<file path="src/rtl/btn_conditioner_pkg.sv">
// Shared types and constants for the pushbutton conditioning front end.
// Channel indices also give the bit positions inside the held vector.
package btn_conditioner_pkg;

   typedef enum logic [1:0] {
      IDLE         = 2'd0,
      PRESS_WAIT   = 2'd1,
      HELD         = 2'd2,
      RELEASE_WAIT = 2'd3
   } btn_state_e;

   localparam int BTN_LEFT  = 0;
   localparam int BTN_RIGHT = 1;
   localparam int BTN_UP    = 2;
   localparam int NUM_BTN   = 3;

   function automatic int max3(input int a, input int b, input int c);
      int m;
      m = (a > b) ? a : b;
      return (m > c) ? m : c;
   endfunction

endpackage

</file>
<file path="src/rtl/btn_debounce.sv">
// One button channel: two-flop synchroniser, debounce FSM with down-counting
// timers, press one-shot and optional hold-to-repeat.
//
//   state        | meaning
//   -------------+------------------------------------------------------------
//   IDLE         | released and accepted as released; counters cleared
//   PRESS_WAIT   | candidate press, counting stable high samples
//   HELD         | press accepted; repeat timer running when enabled
//   RELEASE_WAIT | candidate release, counting stable low samples; repeat frozen
module btn_debounce
   import btn_conditioner_pkg::*;
#(
   parameter int DEBOUNCE_CYCLES = 1000000,
   parameter int REPEAT_DELAY    = 0,
   parameter int REPEAT_PERIOD   = 20000000
) (
   input  logic clk,
   input  logic reset,
   input  logic raw,
   output logic pulse,
   output logic held
);

   localparam int CNT_MAX = max3(DEBOUNCE_CYCLES, REPEAT_DELAY, REPEAT_PERIOD);
   localparam int CNT_W   = $clog2(CNT_MAX + 1);

   localparam logic [CNT_W-1:0] CNT_ZERO  = '0;
   localparam logic [CNT_W-1:0] CNT_ONE   = CNT_W'(1);
   localparam logic [CNT_W-1:0] DB_LOAD   = CNT_W'(DEBOUNCE_CYCLES - 1);
   localparam logic [CNT_W-1:0] RPT_FIRST = CNT_W'(REPEAT_DELAY);
   localparam logic [CNT_W-1:0] RPT_NEXT  = CNT_W'(REPEAT_PERIOD - 1);
   localparam bit               DB_SINGLE = (DEBOUNCE_CYCLES == 1);
   localparam bit               REPEAT_EN = (REPEAT_DELAY > 0);

   logic             sync1_q, sync2_q;
   btn_state_e       state_q, state_d;
   logic [CNT_W-1:0] db_cnt_q, db_cnt_d;
   logic [CNT_W-1:0] rpt_cnt_q, rpt_cnt_d;
   logic             press_q, press_d;
   logic             pulse_q, pulse_d;
   logic             held_q, held_d;
   logic             rpt_fire;
   logic             s;

   assign s = sync2_q;

   always_ff @(posedge clk or negedge reset) begin
      if (!reset) begin
         sync1_q   <= 1'b0;
         sync2_q   <= 1'b0;
         state_q   <= IDLE;
         db_cnt_q  <= CNT_ZERO;
         rpt_cnt_q <= CNT_ZERO;
         press_q   <= 1'b0;
         pulse_q   <= 1'b0;
         held_q    <= 1'b0;
      end else begin
         sync1_q   <= raw;
         sync2_q   <= sync1_q;
         state_q   <= state_d;
         db_cnt_q  <= db_cnt_d;
         rpt_cnt_q <= rpt_cnt_d;
         press_q   <= press_d;
         pulse_q   <= pulse_d;
         held_q    <= held_d;
      end
   end

   // db_cnt holds the number of further stable samples still needed; the
   // sample that finds it at one is the last one and completes acceptance.
   always_comb begin
      state_d   = state_q;
      db_cnt_d  = db_cnt_q;
      rpt_cnt_d = rpt_cnt_q;
      press_d   = 1'b0;
      rpt_fire  = 1'b0;

      case (state_q)
         IDLE: begin
            db_cnt_d  = CNT_ZERO;
            rpt_cnt_d = CNT_ZERO;
            if (s) begin
               if (DB_SINGLE) begin
                  state_d   = HELD;
                  press_d   = 1'b1;
                  rpt_cnt_d = RPT_FIRST;
               end else begin
                  state_d  = PRESS_WAIT;
                  db_cnt_d = DB_LOAD;
               end
            end
         end

         PRESS_WAIT: begin
            if (!s) begin
               state_d  = IDLE;
               db_cnt_d = CNT_ZERO;
            end else if (db_cnt_q <= CNT_ONE) begin
               state_d   = HELD;
               db_cnt_d  = CNT_ZERO;
               press_d   = 1'b1;
               rpt_cnt_d = RPT_FIRST;
            end else begin
               db_cnt_d = db_cnt_q - CNT_ONE;
            end
         end

         HELD: begin
            if (!s) begin
               if (DB_SINGLE) begin
                  state_d   = IDLE;
                  rpt_cnt_d = CNT_ZERO;
               end else begin
                  state_d  = RELEASE_WAIT;
                  db_cnt_d = DB_LOAD;
               end
            end else if (REPEAT_EN) begin
               // A due repeat waits one cycle if the previous cycle already
               // pulsed, which keeps same-channel pulses at least 2 apart.
               if (rpt_cnt_q == CNT_ZERO) begin
                  if (!pulse_q) begin
                     rpt_fire  = 1'b1;
                     rpt_cnt_d = RPT_NEXT;
                  end
               end else begin
                  rpt_cnt_d = rpt_cnt_q - CNT_ONE;
               end
            end
         end

         RELEASE_WAIT: begin
            if (s) begin
               state_d  = HELD;
               db_cnt_d = CNT_ZERO;
            end else if (db_cnt_q <= CNT_ONE) begin
               state_d   = IDLE;
               db_cnt_d  = CNT_ZERO;
               rpt_cnt_d = CNT_ZERO;
            end else begin
               db_cnt_d = db_cnt_q - CNT_ONE;
            end
         end

         default: begin
            state_d   = IDLE;
            db_cnt_d  = CNT_ZERO;
            rpt_cnt_d = CNT_ZERO;
         end
      endcase
   end

   // Outputs are registered off the FSM state so pulse and held line up.
   always_comb begin
      pulse_d = press_q | rpt_fire;
      held_d  = (state_q == HELD) || (state_q == RELEASE_WAIT);
   end

   assign pulse = pulse_q;
   assign held  = held_q;

endmodule

</file>
<file path="src/rtl/btn_conditioner.sv">
// Conditions the three raw board buttons into single-cycle move pulses
// and debounced held levels for the game core.
module btn_conditioner
   import btn_conditioner_pkg::*;
#(
   parameter int DEBOUNCE_CYCLES = 1000000,
   parameter int REPEAT_DELAY    = 0,
   parameter int REPEAT_PERIOD   = 20000000
) (
   input  logic       clk,
   input  logic       reset,
   input  logic       raw_left,
   input  logic       raw_right,
   input  logic       raw_up,
   output logic       btn_left,
   output logic       btn_right,
   output logic       btn_up,
   output logic [2:0] held
);

   logic [NUM_BTN-1:0] raw_vec;
   logic [NUM_BTN-1:0] pulse_vec;
   logic [NUM_BTN-1:0] held_vec;

   assign raw_vec[BTN_LEFT]  = raw_left;
   assign raw_vec[BTN_RIGHT] = raw_right;
   assign raw_vec[BTN_UP]    = raw_up;

   for (genvar i = 0; i < NUM_BTN; i++) begin : g_chan
      btn_debounce #(
         .DEBOUNCE_CYCLES (DEBOUNCE_CYCLES),
         .REPEAT_DELAY    (REPEAT_DELAY),
         .REPEAT_PERIOD   (REPEAT_PERIOD)
      ) u_debounce (
         .clk   (clk),
         .reset (reset),
         .raw   (raw_vec[i]),
         .pulse (pulse_vec[i]),
         .held  (held_vec[i])
      );
   end

   assign btn_left  = pulse_vec[BTN_LEFT];
   assign btn_right = pulse_vec[BTN_RIGHT];
   assign btn_up    = pulse_vec[BTN_UP];
   assign held      = held_vec;

endmodule

</file>
<file path="config.mk">
export PLATFORM = sky130hd
export DESIGN_NAME = btn_conditioner
export DESIGN_NICKNAME = d
export VERILOG_FILES = /design/src/rtl/btn_conditioner_pkg.sv /design/src/rtl/btn_debounce.sv /design/src/rtl/btn_conditioner.sv
export SDC_FILE = /design/constraint.sdc
export NUM_CORES = 1
export LEC_CHECK = 0
export CAP_MARGIN = 15
export CORE_ASPECT_RATIO = 1.25
export CORE_MARGIN = 2
export CORE_UTILIZATION = 50
export CTS_CLUSTER_SIZE = 12
export DETAILED_ROUTE_END_ITERATION = 12
export PLACE_DENSITY = 0.65
export SKIP_LAST_GASP = 1
export SLEW_MARGIN = 20
export SYNTH_ARGS = -nofsm -noshare
export SYNTH_HDL_FRONTEND = slang
export SYNTH_SLANG_ARGS = --single-unit
</file>
<file path="constraint.sdc">
create_clock -name clk -period 3.31 [get_ports clk]
set_input_delay 0.662 -clock clk [delete_from_list [all_inputs] [get_ports clk]]
set_output_delay 0.662 -clock clk [all_outputs]
set_load 0.01 [all_outputs]
</file>
# Yosys cells after proc, flatten, opt, wreduce, memory -nomap -nowiden
# Index checks and enable logic that the tools add are counted.
totals:
  ff_bits: 96
  wordCells: 105
classes:
  n_addsub: 3
  order_cmp: 3
  n_eq_ne: 21
  n_mux: 48
  n_reduce_logical: 9
ops:
  columns: ["operator", "n"]
  rows:
  - ["2-to-1 mux 25 bit", 12]
  - ["one-hot mux 25 bit (4 select lines)", 3]
  - ["<= comparator 25 x 1 -> 1 bit (second input constant)", 3]
  - ["subtractor 25 x 1 -> 25 bit (second input constant)", 3]
  - ["2-to-1 mux 20 bit", 3]
  - ["2-to-1 mux 2 bit", 18]
  - ["one-hot mux 2 bit (4 select lines)", 3]
  - ["== test 2 bit (second input constant)", 6]
  - ["AND reduction 4 bit", 3]
  - ["2-to-1 mux 1 bit", 9]
  - ["!= test 3 x 1 -> 1 bit (second input constant)", 3]
  - ["!= test 3 bit (second input constant)", 3]
  - ["== test 2 x 1 -> 1 bit (second input constant)", 3]
  - ["zero test 2 bit", 3]
  - ["!= test 2 x 1 -> 1 bit (second input constant)", 3]
  - ["!= test 2 bit (second input constant)", 3]
  - ["logical OR 1 bit", 3]

# Longest topological paths before layout
# Gate-level depths: netlist of the first run.
depth:
  word_depth: 4
  depth_mapped: 9

# By module
# From an unflattened synthesis of the first run, not the netlist that was laid out.
unflattened:
  hier_cells: 569
  hier_area_um2: 5286.3
modules_own_cells:
  columns: ["mod", "n_inst", "cells_each", "area_each_um2", "seq_area_each_um2"]
  rows:
  - ["btn_debounce at g_chan[2].u_debounce", 1, 195, 1781.7, 800.8]
  - ["btn_debounce at g_chan[0].u_debounce", 1, 191, 1776.7, 800.8]
  - ["btn_debounce at g_chan[1].u_debounce", 1, 183, 1727.9, 800.8]

# Worst setup path after synthesis of the first run
# No wires, ideal clock.
synth_path:
  kind: "register -> register"
  startpoint: "register g_chan[1].u_debounce.db_cnt_q[15]"
  endpoint: "register g_chan[1].u_debounce.db_cnt_q[22]"
  setup_time_ns: 0.124
  arrival_ns: 2.406
  required_time_ns: 3.186
  slack_ns: 0.780
  path_stages_with_launch: 7
  path_cell_list: "dfrtp_1 > or4_4 > or4_4 > buf_6 > or4_4 > and3_4 > a211o_1"
synth_between:
  elab_chain_cells: 4
synth_rtl:
  columns: ["item", "line_no", "text"]
  rows:
  - ["from (decl)", "btn_debounce.sv:37", "logic [CNT_W-1:0] db_cnt_q, db_cnt_d;"]
  - ["from (signal assigned)", "btn_debounce.sv:61", "db_cnt_q <= db_cnt_d;"]
  - ["subtractor 25 x 1 -> 25 bit or <= comparator 25 x 1 -> 1 bit (tied branches)", null, null]
  - ["2-to-1 mux 25 bit *", "btn_debounce.sv:98, btn_debounce.sv:135", null]
  - ["2-to-1 mux 25 bit (on tied branches)", "btn_debounce.sv:132, btn_debounce.sv:95", null]
  - ["one-hot mux 25 bit (4 select lines) *", "btn_debounce.sv:78", "case (state_q)"]
# Every way passes the cells marked *; elsewhere a longest branch is shown, timed or not.
# A chain may end at the register's enable or synchronous reset.

# Worst setup path in the final report of the first run
layout_path:
  startpoint: "register g_chan[2].u_debounce.db_cnt_q[17]"
  endpoint: "register g_chan[2].u_debounce.db_cnt_q[22]"
layout_between:
  elab_chain_cells: 4
layout_rtl:
  columns: ["item", "line_no"]
  rows:
  - ["from (decl)", "btn_debounce.sv:37"]
  - ["from (signal assigned)", "btn_debounce.sv:61"]
  - ["subtractor 25 x 1 -> 25 bit or <= comparator 25 x 1 -> 1 bit (tied branches)", null]
  - ["2-to-1 mux 25 bit *", "btn_debounce.sv:98, btn_debounce.sv:135"]
  - ["2-to-1 mux 25 bit (on tied branches)", "btn_debounce.sv:132, btn_debounce.sv:95"]
  - ["one-hot mux 25 bit (4 select lines) *", "btn_debounce.sv:78"]
# Marks and branches as above.

==> flow_metrics.py, run 1 <==
metrics = {
    "run_status": {
        "status": "complete, no violations",
    },
    "sta": {
        "skew_ns": 0.00720,
        "tightestPinTransition_ns": 0.886,
        "setup_viol": 0,
        "setup_tns_ns": 0,
        "rsz0062_at_grt": "no",
        "fin_crit_sh_pct": 82.2,
        "report.final.slew_viol_count": 0,
        "max_freq_ghz": 0.367,
        "period_needed_ns": 2.72,
        "setup_ws_ns": 0.588,
        "finalHoldViolations": 0,
        "slew_headroom_pct": 40.7,
    },
    "cts": {
        "postCtsHoldBufs": 0,
        "post_cts_buffers": 0,
        "htree_levels": 3,
        "cts_buffers": 9,
        "cts_sinks": 96,
        "cts_resized": 0,
        "clk_latency_ns": 0.34,
        "clk_pin_slew_worst_paths_ns": 0.07,
        "tritoncts": "built",
        "root_buffer": "clkbuf_16",
        "cts_max_path_buffers": 2,
    },
    "place": {
        "io_buffers": 10,
        "dpl_worst_slack_ns": 0.625,
        "dp_hpwl_um": 7940,
        "gp_congestion": 0.828,
    },
    "global_routing": {
        "grt_max_degree": 70,
        "grt_pass1_vias": 4117,
        "grt_pass1_wl_um": 19900,
        "antenna_found_initial": 0,
        "track_usage_pct": 22.7,
        "overflow": 0,
    },
    "synthesis": {
        "syn_inst": 549,
        "synth_cell_types": 66,
        "avgSynthCellArea_um2": 9.32,
        "synthFlopType": "dfrtp_1",
        "synth-seq-cells": 96,
        "synth_edf_count": 0,
        "yosysSeqAreaShare_pct": 47.0,
        "ys_async_sr_fraction_pct": 100,
        "netlist_area_um2": 5120,
        "ys_warn_count": 0,
        "syn-num-nets": 560,
    },
    "layout": {
        "final_common_cell": "dfrtp_1",
        "drive_gt1_share_pct": 9.41,
        "syn_to_final_growth_pct": 11.0,
        "nets": 569,
        "most-common-layout-cells": "dfrtp_1 (96), nor2_1 (53), nand2_1 (44)",
        "num_antenna_cells": 0,
    },
    "drt": {
        "vias_per_cell": 6.24,
        "ant_nets": 0,
        "wl_per_cell_um": 16.9,
        "drt_iter0_drc": 231,
        "drc": 0,
        "wl_um": 11700,
        "dr.pass1.iters": 5,
        "dr_total_vias": 4321,
    },
    "setup_path": {
        "cp.required_ns": 3.54,
        "r2r_end": "g_chan[2].u_debounce.db_cnt_q[22]",
        "endpoint_kind": "register",
        "cp_cell_sequence": "or4_1 -> nor4_2 -> a211oi_2 -> buf_4 -> a32o_1 -> a31o_2",
        "reg2regPathDepth": 6,
        "worst_setup_path_start_kind": "register",
        "slowest_delay_ns": 0.61,
        "path_max_fanout": 16,
        "criticalPathCategory": "reg2reg",
        "crit_arrival_ns": 2.95,
        "r2r_start": "g_chan[2].u_debounce.db_cnt_q[17]",
        "rrSetupSlack_ns": 0.59,
        "slowest_stage": "or4_1",
    },
    "floorplan": {
        "start_util_pct": 50.9,
        "fp.dieArea_um2": 11100,
        "fp-row-count": 41,
        "die_w_um": 94.5,
        "die_h_um": 117,
        "coreArea_um2": 10100,
        "pin_count": 11,
    },
    "job": {
        "cap_violations": 0,
    },
    "power_and_ir_drop": {
        "leakagePower_nw": 2.43,
        "finalPower_w": 0.00463,
        "ir_drop_uv": 355,
        "p_per_area_nw_per_um2": 815,
    },
    "hold_path": {
        "hp-class": "reg2reg",
        "hold_end": "g_chan[0].u_debounce.pulse",
        "min_from": "g_chan[0].u_debounce.press_q",
        "hold_depth": 0,
    },
}
-- flip-flops by register name, indices dropped and copies added (netlist names), named ones only --
register / count
g_chan.u_debounce.db_cnt_q: 75
g_chan.u_debounce.held: 3
g_chan.u_debounce.press_q: 3
g_chan.u_debounce.pulse: 3
g_chan.u_debounce.s: 3
g_chan.u_debounce.state_q: 3
g_chan.u_debounce.sync1_q: 3
-- area by class of cell --
cell class                 instances  area, um^2
fill                             891        4380
multi-input combinational        410        2540
sequential                        96        2400
clock buffer                      12         256
timing repair buffer              24         203
tap                              129         161
inverter                          17        63.8
clock inverter                     4        51.3
-- worst max path at each step --
stage,startpoint,to,slack (ns),depth (start not counted)
after floorplan,g_chan[1].u_debounce.db_cnt_q[15],g_chan[1].u_debounce.db_cnt_q[22],0.78,6
final,g_chan[2].u_debounce.db_cnt_q[17],g_chan[2].u_debounce.db_cnt_q[22],0.59,6
after global routing,g_chan[1].u_debounce.db_cnt_q[0],g_chan[1].u_debounce.db_cnt_q[22],0.23,7
after global placement,g_chan[2].u_debounce.db_cnt_q[17],g_chan[2].u_debounce.db_cnt_q[22],0.72,6
after detailed placement,g_chan[2].u_debounce.db_cnt_q[17],g_chan[2].u_debounce.db_cnt_q[22],0.63,6
after CTS,g_chan[1].u_debounce.db_cnt_q[0],g_chan[1].u_debounce.db_cnt_q[22],0.60,7
-- power breakdown --
group	switching, W	internal [W]	leakage, nW	total [W]
combinational	0.000996	0.000679	1.03	0.00168
clock	0.000445	0.000629	0.149	0.00107
sequential	0.000405	0.00147	1.25	0.00188
total	0.00185	0.00278	2.43	0.00463
-- stage by stage --
step | hold WS [ns] | instance area, um^2 | cells | utilization [%]
after floorplan | 0.331 | 5120 | 549 | -
after global placement | 0.332 | 5370 | 676 | 53.4
after detailed placement | 0.336 | 5370 | 676 | 53.4
after CTS | 0.349 | 5680 | 692 | 56.5
after global routing | 0.353 | 5680 | 692 | 56.5
final | 0.349 | 5680 | 692 | 56.5
-- worst max-delay path: cells and delay by family (launching register included) --
kind / cells / cell delay, ns
flops: 1 / 0.41
buf+inv: 1 / 0.27
simple gates: 2 / 1.17
compound gates: 3 / 0.76
-- cell usage after synthesis (3+ instances only) --
library cell | count | share of area (%)
dfrtp_1 | 96 | 47
nor2_1 | 53 | 3.9
nand2_1 | 44 | 3.2
o21ai_0 | 42 | 4.1
a21oi_1 | 32 | 3.1
a31oi_1 | 28 | 3.4
nor3_1 | 28 | 2.7
clkbuf_1 | 22 | 1.6
inv_1 | 16 | 1.2
nor4_1 | 14 | 1.7
xnor2_1 | 12 | 2.1
a22o_1 | 11 | 1.9
nand3_1 | 11 | 1.1
a21o_1 | 10 | 1.5
nand2b_1 | 9 | 1.1
nand4_1 | 7 | 0.86
xor2_1 | 7 | 1.2
a211oi_1 | 6 | 0.88
ha_1 | 6 | 1.5
o31ai_1 | 6 | 0.88
or3_1 | 6 | 0.73
o41ai_1 | 4 | 0.68
or2_2 | 4 | 0.49
a211o_1 | 3 | 0.51
a221o_1 | 3 | 0.59
buf_4 | 3 | 0.44
mux2_2 | 3 | 0.66
nand3b_1 | 3 | 0.44
nor3b_1 | 3 | 0.44
nor4_2 | 3 | 0.73
o21a_1 | 3 | 0.44
o31a_1 | 3 | 0.51
or4_1 | 3 | 0.44
or4_4 | 3 | 0.66
-- metal layers --
metal / wire [um] / global-route usage (%) / share of wire (%) / vias up
li1: - / - / - / 2072
met1: 5350 / 30.4 / 46 / 2132
met2: 5760 / 37.8 / 49 / 103
met3: 425 / 4.10 / 3.6 / 14
met4: 171 / 7.34 / 1.5 / 0
met5: 0 / 0 / 0 / -
-- cells by family (layout without fill, tap and decap cells) --
| kind of cell | count (synthesis) | in the layout | share of synthesized area [%] |
|---|---|---|---|
| xor gates and xnor gates | 19 | 19 | 3.25 |
| adders and majority gates | 6 | 6 | 1.47 |
| AOI/OAI and AO/OA | 175 | 175 | 22.9 |
| buffers and inverters | 43 | 57 | 3.52 |
| muxes | 5 | 5 | 1.05 |
| DFF | 96 | 96 | 47.0 |
| and+or+nand+nor | 205 | 205 | 20.9 |
(Power assumes the default switching activity.)
==> run 2, diff against run 1 <==
Settings changed: PLACE_DENSITY 0.65 to 0.68.
Clock period 3.31 ns to 2.5 ns, I/O delays scaled along.
==> run 2 against run 1 <==
Against the previous run: first-iteration DRC count is 1.7% higher; total power is 36% higher; fmax is 11% higher; setup slack got worse by 0.54 ns; wire length increased by 3.8%; sequential power grew 31%; die area unchanged; count of clock-buffer cells in the layout decreased by 2; non-clock buffer count grew 25; core utilization grew 1.9 points; critical path depth decreased by 1; critical endpoint is now g_chan[1].u_debounce.db_cnt_q[22]; largest cell class unchanged; largest power group unchanged; highest routed layer unchanged.
==> flow_metrics.py, run 2 (same netlist as run 1, synthesis figures left out) <==
metrics = {
    "layout": {
        "final_common_cell": "dfrtp_1",
        "largest-register": "g_chan.u_debounce.db_cnt_q",
        "finish.utilization_pct": 58.4,
        "nets": 594,
        "most-common-layout-cells": "dfrtp_1 (96), nor2_1 (53), nand2_1 (44)",
        "syn_to_final_growth_pct": 14.8,
        "num_antenna_cells": 0,
        "largest_register_ffs": 75,
        "drive_gt1_share_pct": 13.3,
    },
    "setup_path": {
        "worst-path-stages": 5,
        "rrSetupSlack_ns": 0.05,
        "worst_setup_path_start_kind": "register",
        "criticalPathCategory": "reg2reg",
        "cp_cell_sequence": "or4_4 -> or4_4 -> or4_4 -> and3_4 -> a211o_1",
        "endpoint_kind": "register",
        "path_max_fanout": 4,
        "crit_path_frequent_cell": "or4_4",
        "slowest_stage": "or4_4",
        "cp.required_ns": 2.73,
        "slowest_delay_ns": 0.54,
        "reg2regPathDepth": 5,
        "path_delay_family": "simple AND/OR/NAND/NOR gates",
        "path_buf_inv": 0,
        "crit_arrival_ns": 2.68,
    },
    "drt": {
        "ant_nets": 0,
        "dr.pass1.iters": 5,
        "vias_per_cell": 6.16,
        "wl_per_cell_um": 16.9,
        "wl_um": 12200,
        "dr_total_vias": 4419,
        "drc": 0,
        "drt_iter0_drc": 235,
    },
    "power_and_ir_drop": {
        "seqPwrFrac_pct": 39.2,
        "leakagePower_nw": 2.55,
        "switching_share_pct": 39.9,
        "p_per_area_nw_per_um2": 1070,
        "finalPower_w": 0.00630,
        "power.switching_w": 0.00251,
        "internal-power_w": 0.00379,
        "ir_drop_uv": 522,
        "clkPwrFrac_pct": 22.1,
        "combPwrFrac_pct": 38.7,
    },
    "job": {
        "cap_violations": 0,
    },
    "sta": {
        "period_needed_ns": 2.45,
        "slew_headroom_pct": 51.4,
        "tightestPinTransition_ns": 0.727,
        "rsz0062_at_grt": "yes",
        "max_freq_ghz": 0.408,
        "finalHoldViolations": 0,
        "fin_crit_sh_pct": 98.0,
        "hold_ws_ns": 0.181,
        "setup_viol": 0,
        "setup_tns_ns": 0,
        "skew_ns": 0.00664,
        "report.final.slew_viol_count": 0,
    },
    "global_routing": {
        "grt_pass1_wl_um": 20800,
        "grt_pass1_vias": 4416,
        "antenna_found_initial": 0,
        "track_usage_pct": 23.7,
        "overflow": 0,
        "grt_max_degree": 51,
    },
    "floorplan": {
        "fp.dieArea_um2": 11100,
        "start_util_pct": 50.9,
        "pin_count": 11,
        "die_h_um": 117,
        "coreArea_um2": 10100,
        "fp-row-count": 41,
        "die_w_um": 94.5,
    },
    "cts": {
        "htree_levels": 3,
        "clk_latency_ns": 0.35,
        "cts_max_path_buffers": 2,
        "tritoncts": "built",
        "cts_sinks": 96,
        "root_buffer": "clkbuf_16",
        "clk_pin_slew_worst_paths_ns": 0.07,
        "post_cts_buffers": 0,
        "cts_buffers": 9,
    },
    "place": {
        "io_buffers": 10,
        "gp_congestion": 0.901,
        "dp_hpwl_um": 8320,
    },
    "hold_path": {
        "hp-class": "in2async",
    },
    "run_status": {
        "status": "complete, no violations",
    },
}
==> run 2: cell types whose count changed in the layout (fill, tap and decap cells not counted) <==
| cell | before | now |
|---|---|---|
| a211oi_2 | 1 | 0 |
| a211oi_4 | 0 | 1 |
| clkbuf_8 | 2 | 0 |
| clkinv_4 | 0 | 1 |
| buf_12 | 0 | 1 |
| inv_6 | 1 | 2 |
| clkinv_2 | 1 | 2 |
| buf_4 | 15 | 39 |
| clkinvlp_4 | 1 | 0 |
==> run 2: layer usage <==
layer	GRT usage [%]	routed length [um]
met5	0	0
met4	9.76	205
met2	40.0	6120
met1	30.4	5360
met3	4.23	469
==> run 2: what timing repair did <==
item	CTS	global route
endpoints found under the setup margin	0	9
hold buffers	0	0
gates resized for setup	0	1
==> run 2: stage by stage <==
stage	std cells	cell area, um^2	setup slack [ns]
after CTS	717	5860	0.0602
final	717	5870	0.0489
after floorplan	549	5120	-0.0154
after global placement	701	5570	0.0941
after detailed placement	701	5570	0.0698
after global routing	717	5870	-0.0141
==> run 2: final timing paths <==
check	to	from
min	g_chan[0].u_debounce.db_cnt_q[14]	reset
max	g_chan[1].u_debounce.db_cnt_q[22]	g_chan[1].u_debounce.db_cnt_q[16]
max in group asynchronous	g_chan[0].u_debounce.db_cnt_q[7]	reset
min reg2reg	g_chan[1].u_debounce.s	g_chan[1].u_debounce.sync1_q
max reg2reg	g_chan[1].u_debounce.db_cnt_q[22]	g_chan[1].u_debounce.db_cnt_q[16]
min in group clk	g_chan[1].u_debounce.s	g_chan[1].u_debounce.sync1_q
==> run 2: area by class of cell <==
| cell class | count | area, um^2 |
|---|---|---|
| well taps | 129 | 161 |
| fillers | 918 | 4180 |
| flip-flops and latches | 96 | 2400 |
| multi-input cells | 410 | 2550 |
| inverters | 17 | 63.8 |
| clock inverters | 6 | 66.3 |
| clock buffers | 10 | 229 |
| repair buffers | 49 | 403 |
==> run 2: power groups by stage <==
stage	clock network [W]	registers, W	logic, W
after floorplan	0	0.00231	0.00173
after global placement	0	0.00246	0.00231
after detailed placement	0	0.00249	0.00239
after CTS	0.00143	0.00246	0.00241
after global routing	0.00150	0.00255	0.00272
final	0.00139	0.00247	0.00244
